===== src/rtl/tmds_dec.sv =====
// tmds_dec: TMDS lane bit-slip aligner and symbol decoder.
// Define TMDS_DEC_LOSS_CNT_EN to add the saturating LOSS_CNT_o lock-loss counter.
module tmds_dec #(
  parameter int LOCK_RUN     = 8,
  parameter int SEARCH_WIN   = 1024,
  parameter int MAX_DATA_RUN = 4095
) (
  input  logic       CK,
  input  logic       XAR,
  input  logic       CKE_i,
  input  logic [9:0] SYM_i,
  output logic [7:0] D_o,
  output logic       DE_o,
  output logic       C0_o,
  output logic       C1_o,
  output logic       LOCK_o,
  output logic [3:0] SLIP_o
`ifdef TMDS_DEC_LOSS_CNT_EN
  ,
  output logic [7:0] LOSS_CNT_o
`endif
);
  typedef enum logic {SEARCH, LOCKED} state_t;
  state_t state;
  logic [9:0] prev;
  logic [9:0] wd;
  logic [11:0] wcnt;
  logic [11:0] dcnt;
  logic [7:0] run;
  logic tok;
  logic [1:0] ctl;
  logic [7:0] d;
  logic [7:0] pix;
  logic [3:0] slip_nx;
  always_comb begin
    wd = 10'({SYM_i, prev} >> SLIP_o);
    tok = wd == 10'b1101010100 || wd == 10'b0010101011 ||
          wd == 10'b0101010100 || wd == 10'b1010101011;
    ctl = {wd == 10'b0101010100 || wd == 10'b1010101011,
           wd == 10'b0010101011 || wd == 10'b1010101011};
    d = wd[9] ? ~wd[7:0] : wd[7:0];
    pix = {wd[8] ? d[7:1] ^ d[6:0] : ~(d[7:1] ^ d[6:0]), d[0]};
    slip_nx = SLIP_o == 4'd9 ? 4'd0 : SLIP_o + 4'd1;
  end
  always_ff @(posedge CK) begin
    if (!XAR) begin
      state <= SEARCH;
      prev <= '0;
      D_o <= '0;
      DE_o <= 1'b0;
      C0_o <= 1'b0;
      C1_o <= 1'b0;
      LOCK_o <= 1'b0;
      SLIP_o <= '0;
      wcnt <= '0;
      dcnt <= '0;
      run <= '0;
`ifdef TMDS_DEC_LOSS_CNT_EN
      LOSS_CNT_o <= '0;
`endif
    end else if (CKE_i) begin
      prev <= SYM_i;
      DE_o <= !tok;
      if (tok) {C1_o, C0_o} <= ctl;
      else D_o <= pix;
      if (state == SEARCH) begin
        wcnt <= wcnt + 12'd1;
        run <= tok ? run + 8'd1 : 8'd0;
        // lock takes priority over a window expiring on the same edge
        if (tok && run == 8'(LOCK_RUN - 1)) begin
          state <= LOCKED;
          LOCK_o <= 1'b1;
          run <= '0;
          dcnt <= '0;
        end else if (wcnt == 12'(SEARCH_WIN - 1)) begin
          SLIP_o <= slip_nx;
          wcnt <= '0;
          run <= '0;
        end
      end else begin
        dcnt <= tok ? 12'd0 : dcnt + 12'd1;
        if (!tok && dcnt == 12'(MAX_DATA_RUN - 1)) begin
          state <= SEARCH;
          LOCK_o <= 1'b0;
          SLIP_o <= slip_nx;
          wcnt <= '0;
          run <= '0;
`ifdef TMDS_DEC_LOSS_CNT_EN
          if (LOSS_CNT_o != 8'hFF) LOSS_CNT_o <= LOSS_CNT_o + 8'd1;
`endif
        end
      end
    end
  end
endmodule


===== config.mk =====
export PLATFORM = sky130hd
export DESIGN_NAME = tmds_dec
export DESIGN_NICKNAME = d
export VERILOG_FILES = /design/src/rtl/tmds_dec.sv
export SDC_FILE = /design/constraint.sdc
export NUM_CORES = 1
export LEC_CHECK = 0
export CELL_PAD_IN_SITES_DETAIL_PLACEMENT = 2
export CELL_PAD_IN_SITES_GLOBAL_PLACEMENT = 2
export CORE_MARGIN = 1.5
export CORE_UTILIZATION = 30
export CTS_BUF_LIST = sky130_fd_sc_hd__clkbuf_8
export CTS_CLUSTER_SIZE = 40
export DETAILED_ROUTE_END_ITERATION = 8
export HOLD_SLACK_MARGIN = 0.03
export PLACE_DENSITY_LB_ADDON = 0.1
export SKIP_LAST_GASP = 1
export SLEW_MARGIN = 10
export SYNTH_ARGS = -nofsm -noshare
export SYNTH_HDL_FRONTEND = slang
export SYNTH_SLANG_ARGS = --single-unit

===== constraint.sdc =====
create_clock -name CK -period 8.5 [get_ports CK]
set_clock_uncertainty 0.2 [all_clocks]
set_input_delay 0.85 -clock CK [delete_from_list [all_inputs] [get_ports CK]]
set_output_delay 0.85 -clock CK [all_outputs]
set_load 0.05 [all_outputs]

### After elaboration in Yosys (flattened, before gate mapping)

Cells that the tools add are included.

* register bits: 59
* word-level logic and storage cells: 71

* add/subtract/negate cells: 4
* equality and inequality tests: 10
* shift operators: 1
* multiplexer cells: 25
* bitwise operators: 4
* reduce and logical (&&, ||, !) cells: 16

Operators by type and width (count)
* $mux 12: 7
* $mux 8: 6
* $add 12x1->12 const B: 2
* $eq 10x10->1 const B: 2
* $mux 4: 5
* $shr 20x4->10: 1
* $eq 12x10->1 const B: 1
* $eq 12x12->1 const B: 1
* $eq 10x8->1 const B: 1
* $eq 10x9->1 const B: 1
* $add 8x1->8 const B: 1
* $eq 8x3->1 const B: 1
* $not 8->8: 1
* $reduce_and 2->1: 4
* $mux 7: 1
* $not 7->7: 1
* $xor 7x7->7: 1
* $mux 1: 6
* $logic_or 1x1->1: 5
* $add 4x1->4 const B: 1
* $eq 4x4->1 const B: 1
* $reduce_and 4->1: 1
* $reduce_bool 2->1: 2
* $reduce_and 3->1: 1
* 5 further kinds: 6

### Logic depth before layout (Yosys ltp)

Gate-level depths: netlist of the first run.

* word-level depth: 9
* depth in mapped cells: 15
* gate-level depth less buffers: 12

### Least setup slack after synthesis of the first run

Ideal clock, no wire load.

* kind: flip-flop to flip-flop
* start point: reg SLIP_o[0]
* end point: reg SLIP_o[3]
* arrival time: 3.866 ns
* required time: 8.237 ns
* slack: 4.371 ns
* cell stages (with the launch flop): 14
* path buffers: 3
* period minus slack after synthesis: 4.129 ns
* path through: dfxtp_1 buf_2 buf_2 buf_2 mux4_2 mux2i_1 mux2_2 inv_1 ha_1 and4_1 or4_1 a41o_1 a2111o_1 nand3_1

* longest elaborated chain between the ends: 9
* elaborated cells on any way between the ends: 21
* those cells by class: add/sub: 1; eq/ne: 7; shift: 1; mux: 5; reduce/logical: 7

Ends and longest elaborated chain
* start: declaration: line 17 `output logic [3:0] SLIP_o`
* start signal: assignment: line 76 `SLIP_o <= slip_nx;`
* start signal: assignment: line 85 `SLIP_o <= slip_nx;`
* $shr 20x4->10: line 36 `wd = 10'({SYM_i, prev} >> SLIP_o);`
* $eq 10x10->1 or $eq 10x8->1 (tied branches): line 37 `tok = wd == 10'b1101010100 || wd == 10'b0010101011 ||`
* $logic_or 1x1->1 (2 in a row): line 37
* $logic_or 1x1->1: line 38 `wd == 10'b0101010100 || wd == 10'b1010101011;`
* $logic_not 1->1: line 82 `if (!tok && dcnt == 12'(MAX_DATA_RUN - 1)) begin`
* $logic_and 1x1->1: line 82
* $ne 2x1->1 (no line)
* $reduce_and 4->1 (no line)

Parallel ways exist; a longest one is shown, timed or not. The select of a mux whose other input is x is not followed.
A chain may end at the register's enable or synchronous reset.

### Worst setup path after layout of the first run

* start point: in SYM_i[0]
* end point: reg run[0]

* longest elaborated chain between the ends: 9
* elaborated cells on any way between the ends: 17
* those cells by class: eq/ne: 5; shift: 1; mux: 4; reduce/logical: 7

Ends and longest elaborated chain
* start: declaration: line 11 `input logic [9:0] SYM_i,`
* $shr 20x4->10 (*): line 36
* $eq 10x10->1 or $eq 10x8->1 (tied branches): line 37
* $logic_or 1x1->1 (2 in a row): line 37
* $logic_or 1x1->1 (*): line 38
* $mux 8 or $logic_not 1->1 (tied branches): line 68, 82
* $mux 8 or $logic_and 1x1->1 (tied branches): line 75, 82
* $mux 8 or $ne 2x1->1 (tied branches)
* $mux 8 or $reduce_and 2->1 (tied branches)
* end signal: assignment: line 68 `run <= tok ? run + 8'd1 : 8'd0;`
* end: declaration: line 29 `logic [7:0] run;`

Mark *: on every way between the ends. The rest lies on a longest branch, timed or not.

==> results of run 1 <==
==> layout by cell type, fill, tap and decap left out, drive strengths merged, types with 5 or more instances in the layout <==
cell type,Yosys,final
dfxtp,59,59
nor2,33,33
nand2,30,30
nand3,28,28
clkdlybuf4s50,0,28
mux2i,27,27
nand4,25,25
mux4,21,21
a21oi,20,20
inv,16,18
or4,12,12
ha,12,12
clkbuf,11,11
xor2,9,9
o31ai,7,7
o21ai,7,7
or3,6,6
and3,6,6
mux2,6,6
and2,6,6
nor3,5,5
a21o,5,5
buf,18,5
o211ai,5,5
==> synth_stat cells, types with 4 or more instances <==
master / n
a21oi_1: 20
mux2_2: 5
and2_1: 5
nor4_1: 4
o31ai_1: 7
buf_1: 6
nand2_1: 30
xnor2_1: 4
a221o_1: 4
xor2_1: 9
mux2i_1: 27
or3_1: 6
inv_1: 15
or4_1: 12
mux4_2: 19
buf_2: 10
clkbuf_1: 11
dfxtp_1: 59
ha_1: 12
o21ai_0: 6
nor2_1: 33
a21o_1: 5
nand4_1: 25
nand3_1: 28
o2bb2ai_1: 4
nor3_1: 5
and3_1: 6
==> registers in the layout (all words and copies together) (netlist names) <==
name and count:
state 1, LOCK_o 1, C0_o 1, SLIP_o 4
prev 10, dcnt 12, D_o 8, run 8
DE_o 1, wcnt 12, C1_o 1
==> final timing paths <==
check / from / endpoint / cells past startpoint
worst max-delay path: SYM_i[0] / run[0] / 11
worst min-delay path: DE_o / DE_o / 2
worst max register to register: SLIP_o[3] / run[0] / 10
worst min register to register: DE_o / DE_o / 2
==> power breakdown <==
part / switching [mW] / total (mW) / leakage (nW) / internal, mW
Combinational: 0.0518 / 0.0872 / 1.05 / 0.0354
Sequential: 0.00664 / 0.291 / 0.480 / 0.284
Clock: 0.116 / 0.263 / 0.108 / 0.147
==> cells by family (layout without fill, tap and decap cells) <==
family,after synthesis,count (layout),share of synthesized area [%]
simple gates,171,171,22.75
buf+inv,45,64,4.948
flops,59,59,29.75
fa+ha+maj,12,12,3.782
xor+xnor,13,13,2.868
mux,54,54,20.71
compound gates,77,77,15.19
==> routing by layer <==
layer / global-route usage, % / wire length, µm
met1: 20.65 / 5204
met2: 31.87 / 6111
met3: 3.634 / 260
met4: 5.488 / 171
met5: 0 / 0
==> metrics by stage <==
stage	total power [mW]	area (µm²)	cells	hold WS, ns	utilization, %
4_1_cts	0.6551	4561	622	0.2705	35.70
5_1_grt	0.6723	4561	622	0.2832	35.70
3_3_place_gp	0.3833	4367	607	0.2563	34.19
6_report	0.6413	4561	622	0.2691	35.70
3_5_place_dp	0.3860	4367	607	0.2599	34.19
2_1_floorplan	0.3535	3970	431	0.2517	-
==> area by class of cell <==
class	count	area share, %
clock buffer	11	3.320
sequential	59	25.90
multi-input combinational	327	56.85
clock inverter	4	0.9328
tap	172	4.719
inverter	16	1.317
timing repair buffer	33	6.968
==> worst reg2reg max path: cells and delay by family, from the launching register on <==
family	cells	cell delay (ns)
DFF	1	0.68
and+or+nand+nor	1	0.34
muxes	4	1.76
buffers and inverters	1	0.11
AOI/OAI and AO/OA	3	1.24
adders and majority gates	1	0.17
==> summary.txt, run 1 <==
Global route
  • Total global routing overflow: 0
  • Largest net degree at the start of global routing: 31
  • Vias in the first global route: 3767
  • Initial antenna violation count: 0
  • First-pass GRT wire length: 19440 µm
  • GRT Total Usage: 17.57%

CTS
  • Post-CTS sizing: 0
  • H-tree levels: 3
  • Clock sink count: 59
  • Maximum clock path buffer count: 2
  • CTS clk-pin slew, worst paths: 0.07 ns
  • Clock root cell: clkbuf_8
  • Cts bufs inserted: 9
  • Worst-Skew Late Latency: 0.36 ns
  • # hold bufs at CTS: 0
  • Post-CTS setup buffer count: 0
  • CTS tree: done

Synth
  • Yosys Warn Count: 0
  • Asr flop ratio synth: 0%
  • Post-synthesis sequential area ratio: 29.75%
  • Average size of a mapped cell: 9.211 µm²
  • Post-synth cell types: 61
  • Cell accounting for the most synthesized area: dfxtp_1
  • Primary FF master, synth: dfxtp_1
  • Synth top area share: 29.75%
  • Synth top area cells: dfxtp_1 (30%), mux4_2 (11%), mux2i_1 (6.8%)
  • Post-synthesis cell area: 3970 µm²
  • Seq cells post-synth: 59
  • Syn_nets: 456
  • Syn Inst Count: 431
  • Post-synth EDFFs: 0

Floorplan
  • DIE HEIGHT: 118.0 µm
  • Die ar.: 13930 µm²
  • Die width: 118.0 µm
  • Io pins: 29
  • Standard-cell row count: 41
  • Core area: 12770 µm²
  • Starting Density: 31.08%

Min path
  • Worst Hold Class: reg -> reg

Routing
  • DR vias: 3515
  • Pre-antenna DRT Iters: 4
  • Post-route antenna net violation count: 0
  • DR WL/cell: 18.89 µm
  • Final WL: 11750 µm
  • Residual DRC: 0
  • Iteration-0 DRC count of the detailed router: 104
  • Vias/cell: 5.651

Placement
  • DP HPWL: 8753 µm
  • Worst slack at placement: 3.436 ns
  • IO buf count: 28
  • Final GP Congestion: 0.7481

Setup path
  • Critical Path End Type: register
  • Crit path DAT: 4.86 ns
  • Cells along the critical path: clkdlybuf4s50_1, mux4_1, mux2i_1, mux2i_1, inv_1, ha_1, and4_1, o211ai_2, a31oi_4, o21a_1, mux2_2
  • CP max FO: 21
  • CP max stage delay: 0.59 ns
  • Slowest-stage cell, CP: mux4_1
  • WP buf/inv: 2
  • Worst EP required: 8.61 ns
  • Most used cell, CP: mux2i_1
  • Critical path class: in -> reg
  • Startpoint Class: input pin
  • Top delay family on crit path: multiplexers
  • Setup slack, reg-to-reg: 3.95 ns

STA
  • Crit path time final: 4.758 ns
  • Setup violations, final: 0
  • Fin worst setup slack: 3.742 ns
  • Pins over their slew limit: 0
  • Final cycle utilization of the critical path: 55.98%
  • Max Clk Rate: 210.2 MHz
  • Worst Tran Pin Value: 1.068 ns
  • Slew margin rel.: 28.13%
  • Final Hold Viols: 0
  • Setup total negative slack: 0 ns
  • RSZ-0062 raised after global routing: false

Pwr
  • P per Cell Area: 140.6 nW/µm²
  • Leak Pwr: 1.639 nW
  • Peak supply drop: 0.00007032 V

Flow run
  • Max cap viols: 0

Final layout
  • Fin nets: 471
  • Storage cell area: 1181 µm²
  • P&R area growth vs syn: 14.88%
  • Final-layout fill cell count: 1424
  • Multi-input gate area: 2592 µm²
  • # diodes: 0
  • Share of layout cells above drive strength 1: 11.33%

Outcome
  • Run status: finished clean
(Power assumes the default switching activity.)
==> run 2, diff against run 1 <==
==> constraint.sdc (replaced) <==
create_clock -name CK -period 4.2 [get_ports CK]
set_clock_uncertainty 0.2 [all_clocks]
set_input_delay 0.42 -clock CK [delete_from_list [all_inputs] [get_ports CK]]
set_output_delay 0.42 -clock CK [all_outputs]
set_load 0.05 [all_outputs]
==> run 2 against run 1 <==
Via count rose by 1.3%. Cell count up 1.8%. Register-to-register slack worse by 3.6 ns. Count of clock-buffer cells in the layout up 1. Sequential cell count unchanged. Largest power group unchanged. Highest routed layer unchanged.
==> summary.txt, run 2 (synthesis gave the netlist of run 1 again) <==
Final layout
  • Largest regs: dcnt: 12 flops, wcnt: 12 flops, prev: 10 flops (unchanged)
  • Fin nets: 482 (was 471)
  • P&R area growth vs syn: 16.89% (was 14.88%)
  • # diodes: 0 (unchanged)
  • Share of layout cells above drive strength 1: 13.67% (was 11.33%)
  • Commonest non-fill, non-tap cell in the layout: dfxtp_1 (unchanged)
  • Leading cell types in the layout, fill and taps excluded: dfxtp_1 (59), nor2_1 (33), nand2_1 (30) (unchanged)

Pwr
  • Clock share of power: 38.9% (was 41.0%)
  • Peak supply drop: 0.0001604 V (was 0.00007032 V)
  • Internal power: 0.9048 mW (was 0.4669 mW)
  • Leak Pwr: 1.689 nW (was 1.639 nW)
  • Psw: 0.3552 mW (was 0.1744 mW)
  • Logic pwr share: 14.3% (was 13.6%)
  • P per Cell Area: 271.5 nW/µm² (was 140.6 nW/µm²)
  • Switching part of the total: 28.19% (was 27.20%)
  • Seq pwr share: 46.8% (was 45.4%)

CTS
  • Maximum clock path buffer count: 2 (unchanged)
  • Worst-Skew Late Latency: 0.36 ns (about the same)
  • Clock sink count: 59 (unchanged)
  • Post-CTS setup buffer count: 0 (unchanged)
  • Cts bufs inserted: 9 (unchanged)
  • Clock root cell: clkbuf_8 (unchanged)
  • Post-CTS sizing: 0 (unchanged)
  • H-tree levels: 3 (unchanged)
  • CTS clk-pin slew, worst paths: 0.07 ns (about the same)
  • CTS tree: done (unchanged)
  • # hold bufs at CTS: 0 (unchanged)

Global route
  • Initial antenna violation count: 0 (unchanged)
  • GR peak layer: met2 (unchanged)
  • Met1 Use GR: 23.22% (was 20.65%)
  • Largest net degree at the start of global routing: 26 (was 31)
  • GRT Total Usage: 18.60% (was 17.57%)
  • Vias in the first global route: 3837 (was 3767)
  • GR Util met3: 3.731% (was 3.634%)
  • Met2 GRT Util: 31.76% (was 31.87%)
  • First-pass GRT wire length: 20600 µm (was 19440 µm)
  • Total global routing overflow: 0 (unchanged)

Floorplan
  • Die ar.: 13930 µm² (unchanged)
  • Core area: 12770 µm² (unchanged)
  • Standard-cell row count: 41 (unchanged)
  • Die width: 118.0 µm (unchanged)
  • Io pins: 29 (unchanged)
  • DIE HEIGHT: 118.0 µm (unchanged)
  • Starting Density: 31.08% (unchanged)

Setup path
  • WP buf/inv: 1 (was 2)
  • Cells along the critical path: buf_4, mux4_2, mux2i_1, mux2i_1, ha_1, and4_1, o211ai_2, nand3_1, or4_1, nand3_1 (was clkdlybuf4s50_1, mux4_1, mux2i_1, mux2i_1, inv_1, ha_1, and4_1, o211ai_2, a31oi_4, o21a_1, mux2_2)
  • Critical path class: reg -> reg (was in -> reg)
  • Worst EP required: 4.30 ns (was 8.61 ns)
  • Top delay family on crit path: simple AND/OR/NAND/NOR gates (was multiplexers)
  • Startpoint Class: register (was input pin)
  • CP max FO: 11 (was 21)
  • Crit path DAT: 3.90 ns (was 4.86 ns)
  • Slowest-stage cell, CP: or4_1 (was mux4_1)
  • Critical Path End Type: register (unchanged)
  • CP max stage delay: 0.61 ns (was 0.59 ns)

Placement
  • Final GP Congestion: 0.7974 (was 0.7481)
  • IO buf count: 28 (unchanged)
  • DP HPWL: 9222 µm (was 8753 µm)
  • Worst slack at placement: 0.1418 ns (was 3.436 ns)

Routing
  • DR vias: 3560 (was 3515)
  • Iteration-0 DRC count of the detailed router: 178 (was 104)
  • Vias/cell: 5.624 (was 5.651)
  • Post-route antenna net violation count: 0 (unchanged)
  • DR WL/cell: 19.16 µm (was 18.89 µm)
  • Pre-antenna DRT Iters: 4 (unchanged)
  • Final WL: 12130 µm (was 11750 µm)
  • Residual DRC: 0 (unchanged)

STA
  • Max Clk Rate: 263.0 MHz
  • Slew margin rel.: 40.53% (was 28.13%)
  • Worst Tran Pin Value: 0.8861 ns (was 1.068 ns)
  • Crit path time final: 3.802 ns
  • Setup violations, final: 0 (unchanged)
  • RSZ-0062 raised after global routing: false (unchanged)
  • Pins over their slew limit: 0 (unchanged)
  • Final Hold Viols: 0 (unchanged)
  • Fin worst setup slack: 0.3979 ns (was 3.742 ns)
  • Final cycle utilization of the critical path: 90.53%
  • WHS: 0.2747 ns (was 0.2691 ns)
  • Setup total negative slack: 0 ns (unchanged)

Min path
  • Worst Hold Class: reg -> reg (unchanged)

Flow run
  • Max cap viols: 0 (unchanged)

Outcome
  • Run status: finished clean (unchanged)
==> run 2: changes by cell type in the layout (fill, tap and decap cells not counted) <==
cell       before  now
buf_4           5   15
buf_12          0    1
bufinv_16       1    0
clkbuf_8       11   12
clkinv_2        1    2
inv_1          17   16
==> run 2: metrics by stage <==
stage | cells | util (%) | total power, mW | area, µm²
floorplan | 431 | - | 0.7154 | 3970
global placement | 618 | 34.93 | 0.7789 | 4462
detailed placement | 618 | 34.93 | 0.7849 | 4462
CTS | 633 | 36.33 | 1.283 | 4641
global route | 633 | 36.33 | 1.324 | 4641
finish | 633 | 36.33 | 1.260 | 4641
==> run 2: power by group through the flow <==
stage	clock network (mW)	registers (mW)	logic, mW
2_1_floorplan	0	0.627	0.0885
3_3_place_gp	0	0.601	0.178
3_5_place_dp	0	0.602	0.183
4_1_cts	0.510	0.590	0.183
5_1_grt	0.536	0.591	0.196
6_report	0.490	0.589	0.180
==> run 2: cell type report <==
class	count	area [µm²]
multi-input cells	327	2592
repair buffers	44	412.9
inverters	16	60.06
well taps	172	215.2
flip-flops and latches	59	1181
fillers	1414	8133
clock buffers	12	165.2
clock inverters	3	13.76
==> run 2: layer usage <==
metal | up-vias | routed length, µm
met5 | - | 0
met4 | 0 | 265
met3 | 20 | 271
met2 | 36 | 6039
met1 | 1805 | 5552
li1 | 1699 | -
==> run 2: final timing paths <==
check             startpoint  endpoint  slack (ns)  cells after the start
hold / removal          DE_o      DE_o        0.27                      2
setup reg to reg   SLIP_o[1]    D_o[6]        0.40                     10
hold reg to reg         DE_o      DE_o        0.27                      2
setup / recovery   SLIP_o[1]    D_o[6]        0.40                     10
==> run 2: worst reg2reg max path: stages, from the launching register on <==
cell and delay [ns]:
dfxtp_1 0.57, buf_4 0.26, mux4_2 0.52, mux2i_1 0.18, mux2i_1 0.17, ha_1 0.26
and4_1 0.27, o211ai_2 0.19, nand3_1 0.41, or4_1 0.61, nand3_1 0.08
==> run 3, diff against run 2 <==
--- a/config.mk
+++ b/config.mk
@@ -15,7 +15,6 @@
 export HOLD_SLACK_MARGIN = 0.03
 export PLACE_DENSITY_LB_ADDON = 0.1
 export SKIP_LAST_GASP = 1
-export SLEW_MARGIN = 10
 export SYNTH_ARGS = -nofsm -noshare
 export SYNTH_HDL_FRONTEND = slang
 export SYNTH_SLANG_ARGS = --single-unit
==> results of run 3 <==
Final layout, timing and power as in run 2 (identical DEF).
